[src/rtl/cordic_arbiter_pkg.sv]
// Shared definitions for the CORDIC engine arbiter: FSM state encoding and
// default widths and latency of the shared rotation engine.
package cordic_arbiter_pkg;

    localparam int DEF_N_REQ      = 4;
    localparam int DEF_DW         = 40;
    localparam int DEF_AW         = 32;
    localparam int DEF_CORDIC_LAT = 58;

    typedef enum logic [1:0] {
        IDLE    = 2'd0,
        LAUNCH  = 2'd1,
        WAIT    = 2'd2,
        CAPTURE = 2'd3
    } arb_state_t;

endpackage

[src/rtl/rr_picker.sv]
// Round-robin winner selection: first set request at or above ptr, wrapping
// to the lowest set request when nothing at or above ptr is asking.
module rr_picker #(
    parameter int N_REQ = 4,
    localparam int PW   = $clog2(N_REQ)
) (
    input  logic [N_REQ-1:0] req,
    input  logic [PW-1:0]    ptr,
    output logic [N_REQ-1:0] win_onehot,
    output logic [PW-1:0]    win_idx,
    output logic             req_any
);

    logic [N_REQ-1:0] ge_mask;
    logic [N_REQ-1:0] hi_req;
    logic [N_REQ-1:0] pool;

    for (genvar gi = 0; gi < N_REQ; gi++) begin : g_mask
        assign ge_mask[gi] = (int'(ptr) <= gi);
    end

    assign hi_req  = req & ge_mask;
    assign pool    = (hi_req != '0) ? hi_req : req;
    assign req_any = |req;

    always_comb begin
        win_idx = '0;
        // Scan downward so the lowest set bit of the pool wins.
        for (int i = N_REQ - 1; i >= 0; i--) begin
            if (pool[i]) begin
                win_idx = PW'(i);
            end
        end
        win_onehot = req_any ? (N_REQ'(1) << win_idx) : '0;
    end

endmodule

[src/rtl/cordic_arbiter.sv]
// Round-robin front end sharing one CORDIC rotation engine: latches the
// winner's operands, holds the engine start level, then returns tagged cos/sin.
module cordic_arbiter
    import cordic_arbiter_pkg::*;
#(
    parameter int N_REQ      = DEF_N_REQ,
    parameter int DW         = DEF_DW,
    parameter int AW         = DEF_AW,
    parameter int CORDIC_LAT = DEF_CORDIC_LAT
) (
    input  logic                pclk,
    input  logic                preset_n,
    input  logic [N_REQ-1:0]    req,
    input  logic [N_REQ*DW-1:0] req_xi,
    input  logic [N_REQ*DW-1:0] req_yi,
    input  logic [N_REQ*AW-1:0] req_angle,
    output logic [N_REQ-1:0]    gnt,
    output logic [N_REQ-1:0]    done,
    output logic [DW-1:0]       res_cos,
    output logic [DW-1:0]       res_sin,
    output logic [2:0]          res_id,
    output logic                busy,
    output logic                cord_start,
    output logic [DW-1:0]       cord_xi,
    output logic [DW-1:0]       cord_yi,
    output logic [AW-1:0]       cord_angle,
    input  logic [DW-1:0]       cord_cos,
    input  logic [DW-1:0]       cord_sin
);

    localparam int PW = $clog2(N_REQ);
    localparam int CW = $clog2(CORDIC_LAT);

    arb_state_t       state_reg;
    logic [PW-1:0]    ptr_reg;
    logic [PW-1:0]    win_idx_reg;
    logic [CW-1:0]    cnt_reg;
    logic [N_REQ-1:0] gnt_reg;
    logic [N_REQ-1:0] done_reg;
    logic [DW-1:0]    res_cos_reg;
    logic [DW-1:0]    res_sin_reg;
    logic [2:0]       res_id_reg;
    logic [DW-1:0]    cord_xi_reg;
    logic [DW-1:0]    cord_yi_reg;
    logic [AW-1:0]    cord_angle_reg;

    logic [DW-1:0] xi_slice    [N_REQ];
    logic [DW-1:0] yi_slice    [N_REQ];
    logic [AW-1:0] angle_slice [N_REQ];

    for (genvar gi = 0; gi < N_REQ; gi++) begin : g_slice
        assign xi_slice[gi]    = req_xi[gi*DW +: DW];
        assign yi_slice[gi]    = req_yi[gi*DW +: DW];
        assign angle_slice[gi] = req_angle[gi*AW +: AW];
    end

    logic [N_REQ-1:0] pick_onehot;
    logic [PW-1:0]    pick_idx;
    logic             pick_any;

    rr_picker #(.N_REQ(N_REQ)) u_picker (
        .req        (req),
        .ptr        (ptr_reg),
        .win_onehot (pick_onehot),
        .win_idx    (pick_idx),
        .req_any    (pick_any)
    );

    always_ff @(posedge pclk or negedge preset_n) begin
        if (!preset_n) begin
            state_reg      <= IDLE;
            ptr_reg        <= '0;
            win_idx_reg    <= '0;
            cnt_reg        <= '0;
            gnt_reg        <= '0;
            done_reg       <= '0;
            res_cos_reg    <= '0;
            res_sin_reg    <= '0;
            res_id_reg     <= '0;
            cord_xi_reg    <= '0;
            cord_yi_reg    <= '0;
            cord_angle_reg <= '0;
        end else begin
            gnt_reg  <= '0;
            done_reg <= '0;
            case (state_reg)
                IDLE: begin
                    // Operands are guaranteed stable through the grant cycle.
                    if (pick_any) begin
                        state_reg      <= LAUNCH;
                        gnt_reg        <= pick_onehot;
                        win_idx_reg    <= pick_idx;
                        cord_xi_reg    <= xi_slice[pick_idx];
                        cord_yi_reg    <= yi_slice[pick_idx];
                        cord_angle_reg <= angle_slice[pick_idx];
                    end
                end
                LAUNCH: begin
                    cnt_reg   <= '0;
                    ptr_reg   <= (win_idx_reg == PW'(N_REQ - 1)) ? '0 : win_idx_reg + 1'b1;
                    state_reg <= WAIT;
                end
                WAIT: begin
                    if (cnt_reg == CW'(CORDIC_LAT - 1)) begin
                        state_reg <= CAPTURE;
                    end else begin
                        cnt_reg <= cnt_reg + 1'b1;
                    end
                end
                CAPTURE: begin
                    res_cos_reg <= cord_cos;
                    res_sin_reg <= cord_sin;
                    res_id_reg  <= 3'(win_idx_reg);
                    done_reg    <= N_REQ'(1) << win_idx_reg;
                    state_reg   <= IDLE;
                end
                default: state_reg <= IDLE;
            endcase
        end
    end

    // Dropping start in IDLE is what resets the engine between operations.
    assign cord_start = (state_reg != IDLE);
    assign busy       = (state_reg != IDLE);
    assign gnt        = gnt_reg;
    assign done       = done_reg;
    assign res_cos    = res_cos_reg;
    assign res_sin    = res_sin_reg;
    assign res_id     = res_id_reg;
    assign cord_xi    = cord_xi_reg;
    assign cord_yi    = cord_yi_reg;
    assign cord_angle = cord_angle_reg;

endmodule

[config.mk]
export PLATFORM = sky130hd
export DESIGN_NAME = cordic_arbiter
export DESIGN_NICKNAME = d
export VERILOG_FILES = /design/src/rtl/cordic_arbiter_pkg.sv /design/src/rtl/rr_picker.sv /design/src/rtl/cordic_arbiter.sv
export SDC_FILE = /design/constraint.sdc
export NUM_CORES = 1
export LEC_CHECK = 0
export CORE_AREA = 2 2 289 291
export CTS_CLUSTER_SIZE = 16
export DETAILED_ROUTE_END_ITERATION = 10
export DIE_AREA = 0 0 291 293
export PLACE_DENSITY_LB_ADDON = 0.15
export SYNTH_ARGS = -nofsm -noshare
export SYNTH_HDL_FRONTEND = slang
export SYNTH_SLANG_ARGS = --single-unit
[constraint.sdc]
create_clock -name pclk -period 3.12 [get_ports pclk]
set_clock_uncertainty 0.05 [all_clocks]
set_input_delay 0.624 -clock pclk [delete_from_list [all_inputs] [get_ports pclk]]
set_output_delay 0.624 -clock pclk [all_outputs]
set_load 0.005 [all_outputs]
==> summary.md <==
| Metric | Value |
|---|---|
| Outcome | `finished clean` |
| GRT Residual Overflow | `0` |
| Post-route ant nets | `0` |
| Maximum number of pins on one net before global-route repair | `64` |
| Worst r2r src | `state_reg[0]` |
| Type of origin of the critical path | `flop` |
| Core area | `81800 sq um` |
| Post-route minimum period | `2.82 ns` |
| Worst VDD drop | `404 uV` |
| Clk root buf | `clkbuf_16` |
| Initial Utilization | `13.4%` |
| Core Util, Final | `25.6%` |
| WP data required | `2.45 ns` |
| Port Buffer Count | `737` |
| Worst-margin pin slew | `0.665 ns` |
| Commonest non-fill, non-tap cell in the layout | `clkdlybuf4s50_1` |
| # fillers | `8660` |
| DP HPWL | `42000 um` |
| Area contributors post-synth | `dfrtp_1 49%, mux2i_1 21%, o2bb2ai_1 9.0%` |
| DRC viols | `0` |
| Register area | `5360 sq um` |
| Post-cts hold buffer count | `1` |
| Hold Path Depth | `1` |
| Ys async rst share | `100%` |
| Avg WL per Cell | `19.9 um` |
| Ports | `739` |
| Drt first-iter violations | `205` |
| Max-slew headroom | `55.7%` |
| Final worst setup slack | `0.299 ns` |
| CP max stage cell | `clkdlybuf4s50_1` |
| Initial antenna violation count | `3` |
| Yosys warnings | `0` |
| Placement Setup Slack | `0.214 ns` |
| CP peak stage delay | `0.56 ns` |
| Area delta synth->final | `91.6%` |
| Hold worst-path end | `res_cos[18]` |
| Total GRT Usage | `12.3%` |
| Max Cap Violations | `0` |
| Reg2reg end | `cord_yi[37]` |
| Mapped Nets | `1444` |
| Post-synth EDFFs | `0` |
| Post-synth top flop | `dfrtp_1` |
| Commonest cells after routing, fill and taps aside | `736 x clkdlybuf4s50_1, 226 x mux2i_1, 214 x dfrtp_1, 116 x a21oi_1, 112 x o2bb2ai_1` |
| Register area share after synthesis | `48.9%` |
| Placed cell count | `2678` |
| Share of cells above drive strength 1 | `11.3%` |
| Worst Setup End Kind | `output port` |
| RSZ-0062 raised after global routing | `no` |
| Flops & latches, synth | `214` |
| CTS Sinks | `214` |
| Met1 WL | `20900 um` |
| Nets@finish | `2186` |
| Final Non-Filler Cells | `2739` |
| Worst-Skew Late Latency | `0.59 ns` |
| CTS resizes | `0` |
| TNS Setup | `0 ns` |
| Metal3 WL | `3240 um` |
| Critical-path cell list | `inv_1 > ha_1 > inv_1 > clkdlybuf4s50_1` |
| Clock buffer depth | `3` |
| Gate Count Post-Synth | `900` |
| Vias/cell | `3.77` |
| Most numerous cell on the critical path | `inv_1` |
| Fin. max-slew vios | `0` |
| Clock network fraction of design power | `45.2%` |
| Top routing layer in use | `met4` |
| CTS clk-pin slew, worst paths | `0.06 ns` |
| Global-route wire length before repair | `78700 um` |
| First-pass iteration count of the detailed router | `4` |
| Power Density | `395 nW/um^2` |
| P_leak | `8.93 nW` |
| Final worst path period share | `90.4%` |
| Internal Power | `0.00622 W` |
| Worst Setup Path Type | `flop to output port` |
| Footprint of the multi-input gates | `5240 sq um` |
| Net Sw Frac | `24.9%` |
| # Post-CTS Setup Buffers | `0` |
| Logic pwr share | `19.1%` |
| CTS Buf Count | `31` |
| Site Rows | `105` |
| Worst-path fanout max | `4` |
| Vias in the first global route | `11300` |
| CTS H-tree depth | `1` |
| Top cell type's share of synthesized area | `48.9%` |
| Final setup vio count | `0` |
| Unique masters post-synth | `32` |
| Register share of total power | `35.7%` |
| Total routed wirelength | `54500 um` |
| Area leader, netlist | `dfrtp_1` |
| CTS tree | `built` |
| Met2 WL post-DR | `29100 um` |
| R2R Setup Slk | `0.82 ns` |
| Die area | `85300 sq um` |
| Reg2reg path depth | `8` |
| Hold_sp | `res_cos[18]` |
| Avg Inst Size Synth | `12.2 sq um` |
| Synthesized cell area | `11000 sq um` |
| Vias | `10300` |
| Final hold vios | `0` |
| Fmax | `354 MHz` |
| Chip Width | `291 um` |
| Die height | `293 um` |
| Hold Crit Class | `flop to flop` |
| Worst Path Arrival | `2.15 ns` |
| Switching pwr | `0.00206 W` |
| Routability congestion estimate | `0.811` |
metrics by stage:
stage | hold slack (ns) | power (W) | area (sq um)
global placement | 0.438 | 0.00462 | 19900
CTS | 0.458 | 0.00852 | 21000
floorplan | 0.278 | 0.00343 | 11000
finish | 0.454 | 0.00828 | 21000
global route | 0.465 | 0.00870 | 21000
detailed placement | 0.444 | 0.00462 | 19900
power groups by stage:
stage	logic [W]	registers [W]	clock network, W
after CTS	0.00162	0.00296	0.00394
final	0.00158	0.00296	0.00374
after floorplan	0.000424	0.00301	0
after global routing	0.00171	0.00297	0.00402
after global placement	0.00161	0.00301	0
after detailed placement	0.00161	0.00301	0
critical path: cells and delay by family, from the launching register on:
family / cells / cell delay, ns
buf+inv: 3 / 0.88
flops: 1 / 0.43
fa+ha+maj: 1 / 0.26
synth_stat cells, types with 10 or more instances:
| library cell | count |
|---|---|
| clkbuf_1 | 25 |
| mux2_2 | 83 |
| ha_1 | 10 |
| dfrtp_1 | 214 |
| mux2i_1 | 226 |
| buf_2 | 21 |
| nor2_1 | 10 |
| o2bb2ai_1 | 112 |
| buf_1 | 12 |
| buf_4 | 16 |
| a21oi_1 | 116 |
layout make-up:
class / instances / share of cell area [%]
clock buffers: 44 / 4.41
multi-input cells: 602 / 25.0
repair buffers: 784 / 37.8
diodes: 3 / 0.0358
well taps: 1070 / 6.38
inverters: 9 / 0.161
flip-flops and latches: 214 / 25.5
clock inverters: 13 / 0.710
worst max-delay path by stage:
| stage | startpoint | endpoint | slack [ns] |
|---|---|---|---|
| after floorplan | state_reg[0] | cord_angle[29] | 1.13 |
| after global placement | req[1] | cord_xi[12] | 0.24 |
| after detailed placement | req[1] | cord_yi[19] | 0.21 |
| after CTS | state_reg[0] | cord_start | 0.20 |
| after global routing | state_reg[0] | busy | 0.13 |
| final | state_reg[0] | cord_start | 0.30 |
per-layer routing:
layer / vias to the layer above / GRT usage (%)
li1: 4865 / -
met1: 5053 / 13.9
met2: 365 / 23.3
met3: 51 / 2.91
met4: 0 / 2.70
met5: - / 0
kinds of logic (layout without fill, tap and decap cells):
| logic type | count (synthesis) | count (layout) | share of synthesized area (%) |
|---|---|---|---|
| muxes | 309 | 309 | 29.2 |
| AOI/OAI and AO/OA | 247 | 247 | 15.4 |
| DFF | 214 | 214 | 48.9 |
| buffers and inverters | 84 | 850 | 3.74 |
| and+or+nand+nor | 31 | 31 | 1.29 |
| adders and majority gates | 10 | 10 | 1.14 |
| xor gates and xnor gates | 4 | 4 | 0.320 |
| other | 1 | 4 | 0.0342 |
Power figures use the tool's default switching activity.
